File: src/rtl/bus_arbiter_ctrl_pkg.sv
// Shared definitions for the 2-master / 4-slave bus controller:
// FSM state encoding, slave index codes and the address-map nibbles.
package bus_arbiter_ctrl_pkg;

  // Bus ownership states
  typedef enum logic [1:0] {
    ST_IDLE   = 2'd0,
    ST_OWN_M0 = 2'd1,
    ST_OWN_M1 = 2'd2
  } state_e;

  // Slave index of an outstanding read; SLV_NONE means no read in flight
  typedef enum logic [2:0] {
    SLV_S0   = 3'd0,
    SLV_S1   = 3'd1,
    SLV_S2   = 3'd2,
    SLV_S3   = 3'd3,
    SLV_NONE = 3'd4
  } slv_e;

  // Address-map nibbles (address bits [7:4]) for each slave
  localparam logic [3:0] MAP_S0 = 4'h0;
  localparam logic [3:0] MAP_S1 = 4'h1;
  localparam logic [3:0] MAP_S2 = 4'h2;
  localparam logic [3:0] MAP_S3 = 4'h3;

  // One-hot select to slave index; anything not exactly one-hot maps to NONE
  function automatic slv_e sel_to_slv(input logic [3:0] sel);
    slv_e idx;
    case (sel)
      4'b0001: idx = SLV_S0;
      4'b0010: idx = SLV_S1;
      4'b0100: idx = SLV_S2;
      4'b1000: idx = SLV_S3;
      default: idx = SLV_NONE;
    endcase
    return idx;
  endfunction

endpackage

File: src/rtl/bus_arbiter_ctrl_decoder.sv
// Slave address decoder: maps the region nibble of the bus address to a
// one-hot slave select, or flags the access as unmapped. Purely combinational.
module bus_addr_decoder
  import bus_arbiter_ctrl_pkg::*;
(
  input  logic [3:0] region_i,   // address bits [7:4]
  input  logic       en_i,       // owner is actively requesting
  output logic [3:0] sel_o,
  output logic       unmapped_o
);

  // Decode region nibble; nothing is selected unless enabled
  always_comb begin
    sel_o      = 4'b0000;
    unmapped_o = 1'b0;
    if (en_i) begin
      case (region_i)
        MAP_S0:  sel_o = 4'b0001;
        MAP_S1:  sel_o = 4'b0010;
        MAP_S2:  sel_o = 4'b0100;
        MAP_S3:  sel_o = 4'b1000;
        default: unmapped_o = 1'b1;
      endcase
    end
  end

endmodule

File: src/rtl/bus_arbiter_ctrl.sv
// Shared-bus controller: arbitrates host (M0) and DMAC (M1) with registered
// grants and a starvation guard, routes the owner's request to one of four
// slaves and returns synchronous-RAM read data one cycle after the access.
module bus_arbiter_ctrl
  import bus_arbiter_ctrl_pkg::*;
#(
  parameter int ADDR_W   = 8,
  parameter int DATA_W   = 32,
  parameter int MAX_HOLD = 16,
  parameter int HOLD_W   = 5
) (
  input  logic              clk,
  input  logic              reset,
  input  logic              M0_req,
  input  logic              M0_wr,
  input  logic [ADDR_W-1:0] M0_address,
  input  logic [DATA_W-1:0] M0_dout,
  input  logic              M1_req,
  input  logic              M1_wr,
  input  logic [ADDR_W-1:0] M1_address,
  input  logic [DATA_W-1:0] M1_dout,
  input  logic [DATA_W-1:0] S0_dout,
  input  logic [DATA_W-1:0] S1_dout,
  input  logic [DATA_W-1:0] S2_dout,
  input  logic [DATA_W-1:0] S3_dout,
  output logic              M0_grant,
  output logic              M1_grant,
  output logic              S0_sel,
  output logic              S1_sel,
  output logic              S2_sel,
  output logic              S3_sel,
  output logic              S_wr,
  output logic [ADDR_W-1:0] S_address,
  output logic [DATA_W-1:0] S_din,
  output logic [DATA_W-1:0] M_din,
  output logic              decode_err
);

  // Last hold count before the waiting master must be given the bus
  localparam logic [HOLD_W-1:0] HOLD_LAST = HOLD_W'(MAX_HOLD - 1);

  state_e              state_q, state_d;
  logic [HOLD_W-1:0]   hold_q, hold_d;
  slv_e                rd_slv_q, rd_slv_d;
  logic                decode_err_q, decode_err_d;

  logic                own_req;
  logic                other_req;
  logic                s_wr;
  logic [ADDR_W-1:0]   s_addr;
  logic [DATA_W-1:0]   s_din;
  logic [3:0]          sel;
  logic                unmapped;

  // Request of the current owner and of the master waiting behind it
  always_comb begin
    own_req   = 1'b0;
    other_req = 1'b0;
    case (state_q)
      ST_OWN_M0: begin
        own_req   = M0_req;
        other_req = M1_req;
      end
      ST_OWN_M1: begin
        own_req   = M1_req;
        other_req = M0_req;
      end
      default: begin
        own_req   = 1'b0;
        other_req = 1'b0;
      end
    endcase
  end

  // Arbitration: M0 wins ties from idle, direct handover on release,
  // forced handover once the owner has held the bus MAX_HOLD cycles under contention
  always_comb begin
    state_d = state_q;
    hold_d  = '0;
    case (state_q)
      ST_IDLE: begin
        if (M0_req)      state_d = ST_OWN_M0;
        else if (M1_req) state_d = ST_OWN_M1;
      end
      ST_OWN_M0: begin
        if (!M0_req)                            state_d = M1_req ? ST_OWN_M1 : ST_IDLE;
        else if (M1_req && hold_q == HOLD_LAST) state_d = ST_OWN_M1;
      end
      ST_OWN_M1: begin
        if (!M1_req)                            state_d = M0_req ? ST_OWN_M0 : ST_IDLE;
        else if (M0_req && hold_q == HOLD_LAST) state_d = ST_OWN_M0;
      end
      default: state_d = ST_IDLE;
    endcase

    // Count only while the same owner keeps the bus with someone waiting
    if ((state_q != ST_IDLE) && (state_d == state_q) && other_req) begin
      hold_d = (hold_q == HOLD_LAST) ? hold_q : hold_q + HOLD_W'(1);
    end
  end

  // Master mux: idle bus drives zeros; write strobe only while owner requests
  always_comb begin
    s_wr   = 1'b0;
    s_addr = '0;
    s_din  = '0;
    case (state_q)
      ST_OWN_M0: begin
        s_wr   = M0_wr & M0_req;
        s_addr = M0_address;
        s_din  = M0_dout;
      end
      ST_OWN_M1: begin
        s_wr   = M1_wr & M1_req;
        s_addr = M1_address;
        s_din  = M1_dout;
      end
      default: begin
        s_wr   = 1'b0;
        s_addr = '0;
        s_din  = '0;
      end
    endcase
  end

  bus_addr_decoder u_decoder (
    .region_i   (s_addr[ADDR_W-1 -: 4]),
    .en_i       (own_req),
    .sel_o      (sel),
    .unmapped_o (unmapped)
  );

  // Remember which slave will present read data on the next cycle
  always_comb begin
    rd_slv_d     = ((|sel) && !s_wr) ? sel_to_slv(sel) : SLV_NONE;
    decode_err_d = unmapped;
  end

  // State, hold counter, pending-read slave and error pulse registers
  always_ff @(posedge clk) begin
    if (reset) begin
      state_q      <= ST_IDLE;
      hold_q       <= '0;
      rd_slv_q     <= SLV_NONE;
      decode_err_q <= 1'b0;
    end else begin
      state_q      <= state_d;
      hold_q       <= hold_d;
      rd_slv_q     <= rd_slv_d;
      decode_err_q <= decode_err_d;
    end
  end

  // Read-data return from the slave addressed on the previous cycle
  always_comb begin
    M_din = '0;
    case (rd_slv_q)
      SLV_S0:  M_din = S0_dout;
      SLV_S1:  M_din = S1_dout;
      SLV_S2:  M_din = S2_dout;
      SLV_S3:  M_din = S3_dout;
      default: M_din = '0;
    endcase
  end

  assign M0_grant   = (state_q == ST_OWN_M0);
  assign M1_grant   = (state_q == ST_OWN_M1);
  assign S0_sel     = sel[0];
  assign S1_sel     = sel[1];
  assign S2_sel     = sel[2];
  assign S3_sel     = sel[3];
  assign S_wr       = s_wr;
  assign S_address  = s_addr;
  assign S_din      = s_din;
  assign decode_err = decode_err_q;

endmodule
File: config.mk
export PLATFORM = sky130hd
export DESIGN_NAME = bus_arbiter_ctrl
export DESIGN_NICKNAME = d
export VERILOG_FILES = /design/src/rtl/bus_arbiter_ctrl_pkg.sv /design/src/rtl/bus_arbiter_ctrl_decoder.sv /design/src/rtl/bus_arbiter_ctrl.sv
export SDC_FILE = /design/constraint.sdc
export NUM_CORES = 1
export LEC_CHECK = 0
export BUFFER_PORTS_ARGS = -buffer_cell sky130_fd_sc_hd__buf_2
export CORE_AREA = 2 2 115 117
export CTS_BUF_LIST = sky130_fd_sc_hd__clkbuf_4 sky130_fd_sc_hd__clkbuf_8 sky130_fd_sc_hd__clkbuf_16
export DETAILED_ROUTE_END_ITERATION = 8
export DIE_AREA = 0 0 117 119
export GPL_ROUTABILITY_DRIVEN = 0
export RECOVER_POWER = 50
export SYNTH_ARGS = -nofsm -noshare
export SYNTH_HDL_FRONTEND = slang
export SYNTH_SLANG_ARGS = --single-unit
File: constraint.sdc
create_clock -name clk -period 2.36 [get_ports clk]
set_input_delay 0.472 -clock clk [delete_from_list [all_inputs] [get_ports clk]]
set_output_delay 0.472 -clock clk [all_outputs]
set_load 0.01 [all_outputs]
## After elaboration in Yosys (flattened, before gate mapping)

Index checks and enable logic that the tools add are counted.

| cells by class | value |
|---|---|
| add/sub/neg operators | 1 |
| multipliers | 0 |
| div/mod/pow operators | 0 |
| $lt $le $gt $ge | 0 |
| eq/ne operators | 14 |
| shifts and indexed selects | 0 |
| muxes and demuxes | 19 |
| bitwise operators | 5 |
| reductions and logical operators | 15 |

Operator list:

| kind | number |
|---|---|
| 32-bit case mux with 4 select lines | 1 |
| 32-bit case mux with 2 select lines | 1 |
| 4-bit case mux with 4 select lines | 1 |
| 8-bit case mux with 2 select lines | 1 |
| 2-bit 2-to-1 mux | 7 |
| 4-bit by 2-bit equality test with 1-bit output (second input constant) | 3 |
| 3-bit case mux with 4 select lines | 1 |
| 4-bit by 1-bit equality test with 1-bit output (second input constant) | 2 |
| 4-bit OR reduction | 2 |
| 3-bit by 2-bit equality test with 1-bit output (second input constant) | 2 |
| 1-bit case mux with 2 select lines | 3 |
| 2-bit case mux with 3 select lines | 1 |
| 2-bit OR reduction | 3 |
| 5-bit by 1-bit adder with 5-bit output (second input constant) | 1 |
| 5-bit by 4-bit equality test with 1-bit output (second input constant) | 1 |
| 1-bit logical AND | 5 |
| 4-bit by 3-bit equality test with 1-bit output (second input constant) | 1 |
| 4-bit equality test (second input constant) | 1 |
| 4-bit zero test | 1 |
| 4-bit 2-to-1 mux | 1 |
| 3-bit by 1-bit equality test with 1-bit output (second input constant) | 1 |
| 3-bit zero test | 1 |
| 1-bit NOT | 3 |
| 1-bit bitwise AND | 2 |
| other kinds (7) | 8 |

| word-level totals | value |
|---|---|
| bits in registers | 11 |
| bits in latches | 0 |
| bits in writable memories | 0 |
| memory bits (read-only) | 0 |
| input port bits | 214 |
| output and inout bits | 80 |
| word-level logic and storage cells | 58 |
| memories | 0 |

## Longest topological paths before layout

| logic depth | value |
|---|---|
| word-level depth | 10 |
| depth in mapped cells | 9 |
| gate-level depth less buffers | 8 |

## Modules after synthesis

Synthesis repeated with hierarchy kept, for this count alone.

| second synthesis, totals | value |
|---|---|
| cells, all modules | 299 |
| area, all modules | 2,103.3 sq um |

Modules (own cells, without submodules):

| module | instances | cells each | area each (sq um) | sequential area each (sq um) |
|---|---|---|---|---|
| bus_arbiter_ctrl | 1 | 293 | 2,044.5 | 220.2 |
| bus_addr_decoder | 1 | 6 | 58.8 | 0.0 |

## Worst setup path after synthesis

OpenSTA, ideal clock, no wires.

| timing | value |
|---|---|
| path kind | register to output |
| start point | register state_q[1] |
| end point | output port S2_sel |
| arrival time | 1,845 ps |
| data required time | 1,888 ps |
| slack | 43 ps |
| cell stages (with the launch flop) | 7 |
| path buffers | 3 |
| cells stage by stage | dfxtp_1 > ha_1 > buf_4 > buf_2 > buf_1 > a22oi_1 > nor2_1 |

| on the way | value |
|---|---|
| longest elaborated chain between the ends | 5 |
| elaborated cells on any way between the ends | 10 |
| those cells by class | 5 x eq/ne; 4 x mux; 1 x reduce/logical |

Ends and longest elaborated chain:

| what | line | text |
|---|---|---|
| from (decl) | bus_arbiter_ctrl.sv:42 | `state_e state_q, state_d;` |
| from (signal assigned) | bus_arbiter_ctrl.sv:147 | `state_q <= state_d;` |
| 2-bit equality test * | - |  |
| net M1_grant | bus_arbiter_ctrl.sv:27 | `output logic M1_grant,` |
| 8-bit case mux with 2 select lines | bus_arbiter_ctrl.sv:107 | `case (state_q)` |
| 4-bit by 2-bit equality test with 1-bit output (tied with other cells) | bus_arbiter_ctrl_decoder.sv:17 | `case (region_i)` |
| 4-bit case mux with 4 select lines | bus_arbiter_ctrl_decoder.sv:17 |  |
| 4-bit 2-to-1 mux * | bus_arbiter_ctrl_decoder.sv:16 | `if (en_i) begin` |
| to (decl) | bus_arbiter_ctrl.sv:30 | `output logic S2_sel,` |

Mark *: on every way through the listed nets, which the timed path passes. The rest lies on a longest branch.

## Worst setup path after layout

| timing | value |
|---|---|
| start point | register state_q[0] |
| end point | output port S2_sel |

| on the way | value |
|---|---|
| longest elaborated chain between the ends | 5 |
| elaborated cells on any way between the ends | 10 |
| those cells by class | 5 x eq/ne; 4 x mux; 1 x reduce/logical |

Ends and longest elaborated chain:

| what | line |
|---|---|
| 2-bit equality test / 2-bit by 1-bit equality test with 1-bit output (equally long branches) | bus_arbiter_ctrl.sv:59, bus_arbiter_ctrl.sv:107 |
| 8-bit case mux with 2 select lines | bus_arbiter_ctrl.sv:107 |
| 4-bit by 2-bit equality test with 1-bit output (tied with other cells) | bus_arbiter_ctrl_decoder.sv:17 |
| 4-bit case mux with 4 select lines | bus_arbiter_ctrl_decoder.sv:17 |
| 4-bit 2-to-1 mux * | bus_arbiter_ctrl_decoder.sv:16 |

Every way passes the cells marked *; elsewhere a longest branch is shown, timed or not.

==> impl_results.md <==
* Tcrit/Tclk final at 95.97%
* Io pins at 294
* Num rows at 42
* Async SR Flop Fraction at 0%
* Worst-path clk slew at 40 ps
* Die area at 13,920 µm²
* Status: finished, final reports clean
* Initial Utilization at 15.69%
* Dominant cells by area after synthesis: a22oi_1 (39%), nor2b_1 (13%), dfxtp_1 (11%)
* CTS tree: done
* Post-CTS setup buffers at 0
* Worst Setup End Kind: primary output
* Crit path DAT at 1790 ps
* Syn nets at 511
* Cell count of the worst reg-to-reg path at 8
* Post-route ant nets at 0
* Mean Syn Cell Area at 6.940 µm²
* Synth top area share at 39.03%
* H-tree level count at 1
* Post-synthesis sequential area ratio at 10.90%
* Clk pwr share at 26.4%
* Die span in x at 117 µm
* Fin crit period at 2265 ps
* Worst path required time at 1890 ps
* NetSw at 0.4229 mW
* Core footprint at 12,870 µm²
* Class of the most critical setup path: register to primary output
* Post-synth cell types at 37
* Final Cell Area at 3895 µm²
* Longest Clk Path Bufs at 2
* CTS buffer count at 3
* Initial antenna violation count at 2
* GRT overflow at 0
* Worst-Skew Late Latency at 240 ps
* Worst vdd ir at 0.2523 mV
* Area Overhead vs Synth at 92.88%
* WL final at 10.96 mm
* Worst hold path class: input port to register
* Max Cap Violations at 0
* Setup crit start kind: register
* Cells after Synth at 291
* Port Buf Inserts at 293
* Dpl cell area at 3727 µm²
* Cts-stage hold buffer count at 0
* Part of the power in combinational logic at 56.5%
* Fin. Hold Viols at 0
* Total GRT Usage at 14.11%
* Largest net degree at the start of global routing at 38
* EDFF count, synth at 0
* Vias in the first global route at 3,177
* Post-DP HPWL at 9.230 mm
* Ys flop type: dfxtp_1
* Chip height at 119 µm
* Global-route wire length before repair at 15.46 mm
* Vias per inst at 4.503
* Seq pwr share at 17.1%
* Final #Nets at 797
* Finished Core Util at 30.25%
* Worst Setup EP: S2_sel
* Ys Warns at 0
* #FFs+latches synth at 11
* Fraction of layout cells with a size suffix above 1 at 58.33%
* Wirelength per Cell at 14.56 µm
* Drt pass-1 iters at 4
* End of the worst register-to-register path: hold_q[0]$_SDFFE_PP0P_
* Post-Syn Area at 2019 µm²
* Initial drt markers at 127
* Leading area contributor after synthesis: a22oi_1
* Routed via count at 3,391
* Power Dens Cells at 304.1 nW/µm²
* Max-slew violations at 0
* Sw frac at 35.71%
* Leak at 2.045 nW
* # clock sinks at 11
* Reg2reg setup slack at 360 ps
* Clk_skew at 4.087 ps
* # setup viols final at 0
* Slew of the pin with the lowest slew margin at 501.3 ps
* Max FO, Critical Path at 6
* Drc violations at 0
* Pint at 0.7616 mW
* Root buffer selected by CTS: clkbuf_16
* Slew Limit Headroom at 66.43%
* Crit. Startpoint: state_q[0]$_SDFF_PP0_
* RR Startpoint: hold_q[0]$_SDFFE_PP0P_
* FMAX at 441.5 MHz
[routing by layer]
layer | global-route usage, % | vias to the layer above | routed length [µm]
met5 | 0 | - | 11
met4 | 2.206 | 2 | 64
met3 | 1.985 | 6 | 1035
met2 | 27.60 | 220 | 5544
met1 | 16.04 | 1481 | 4306
li1 | - | 1682 | -
[worst max-delay path, stage by stage (launching register included)]
cell and delay, ps:
dfxtp_4 390, inv_4 60, ha_4 170, a22oi_2 190
nor2b_2 80, nor3_2 150, buf_4 140, nand3_2 90
nor2_1 130, buf_2 140
[stage by stage]
stage | setup TNS, ps | hold slack, ps | total power [mW] | worst slack, ps | instances
2_1_floorplan | 0 | 507.5 | 0.5221 | 43.44 | 291
3_3_place_gp | 0 | 524.7 | 0.8294 | 168.4 | 748
3_5_place_dp | 0 | 526.6 | 0.8327 | 146.0 | 748
4_1_cts | 0 | 455.0 | 1.172 | 2.400 | 752
5_1_grt | -2.413 | 463.2 | 1.274 | -2.413 | 752
6_report | 0 | 451.4 | 1.185 | 95.09 | 753
[state kept, by name, indices dropped and copies added (netlist names)]
register,count
decode_err,1
hold_q,5
rd_slv_q,3
state_q,2
[Yosys cell counts (all sizes together), types with 2 or more instances]
library cell,n
clkbuf,20
dfxtp,11
nor3,10
nor3b,3
buf,9
nor2,8
a21oi,4
nand2b,3
and3,2
inv,7
ha,6
nor2b,42
nand2,35
o21ai,3
a22oi,106
a31oi,3
xor2,2
nand3,2
[kinds of logic after synthesis]
kind of cell	count (synthesis)	share of synthesized area [%]
buffers and inverters	36	7.310
AOI/OAI and AO/OA	123	47.40
adders and majority gates	6	3.717
and+or+nand+nor	111	28.87
muxes	1	0.4957
xor gates and xnor gates	3	1.301
DFF	11	10.90
[power by group through the flow]
| stage | clock [mW] | combinational [mW] | sequential, mW |
|---|---|---|---|
| detailed placement | 0 | 0.632 | 0.201 |
| global placement | 0 | 0.629 | 0.200 |
| global route | 0.336 | 0.735 | 0.203 |
| finish | 0.313 | 0.669 | 0.202 |
| CTS | 0.321 | 0.651 | 0.200 |
| floorplan | 0 | 0.319 | 0.203 |
[how the worst min path moves through the flow]
stage	startpoint	to	cells past startpoint	slack (ps)
floorplan	hold_q[4]$_SDFFE_PP0P_	hold_q[4]$_SDFFE_PP0P_	2	510
global placement	hold_q[4]$_SDFFE_PP0P_	hold_q[4]$_SDFFE_PP0P_	2	520
detailed placement	hold_q[4]$_SDFFE_PP0P_	hold_q[4]$_SDFFE_PP0P_	2	530
CTS	reset	state_q[0]$_SDFF_PP0_	2	460
global route	reset	state_q[0]$_SDFF_PP0_	2	460
finish	reset	state_q[0]$_SDFF_PP0_	2	450
[cells in the final DEF, fill, tap and decap left out, types with 2 or more instances in the layout]
master     instances
clkbuf_16          3
a21oi_1            4
ha_4               3
nand2b_1           3
a22oi_2            4
nor2b_2            2
a31oi_1            3
a22oi_1          102
nor2b_1           40
nor3b_2            2
inv_1              4
o21ai_0            3
buf_6              3
buf_4             14
nor2_1             8
buf_2            292
nor3_1             8
ha_1               3
xor2_1             2
nand2_1           35
inv_2              2
dfxtp_1            9
nor3_2             2
and3_1             2
[cell type report]
cell class                 instances  area, µm²
fill                            1408       8980
multi-input combinational        244       1734
timing repair buffer             310       1604
sequential                        11      225.2
tap                              176      220.2
clock buffer                       3      75.07
inverter                           7      28.78
clock inverter                     1      5.005
antenna                            1      2.502
[what timing repair did]
item                       CTS  global route
pin swaps                    2             2
setup endpoints to repair    4             9
resized for setup            8            13
gates cloned                 0             0
Power figures use the tool's default switching activity.
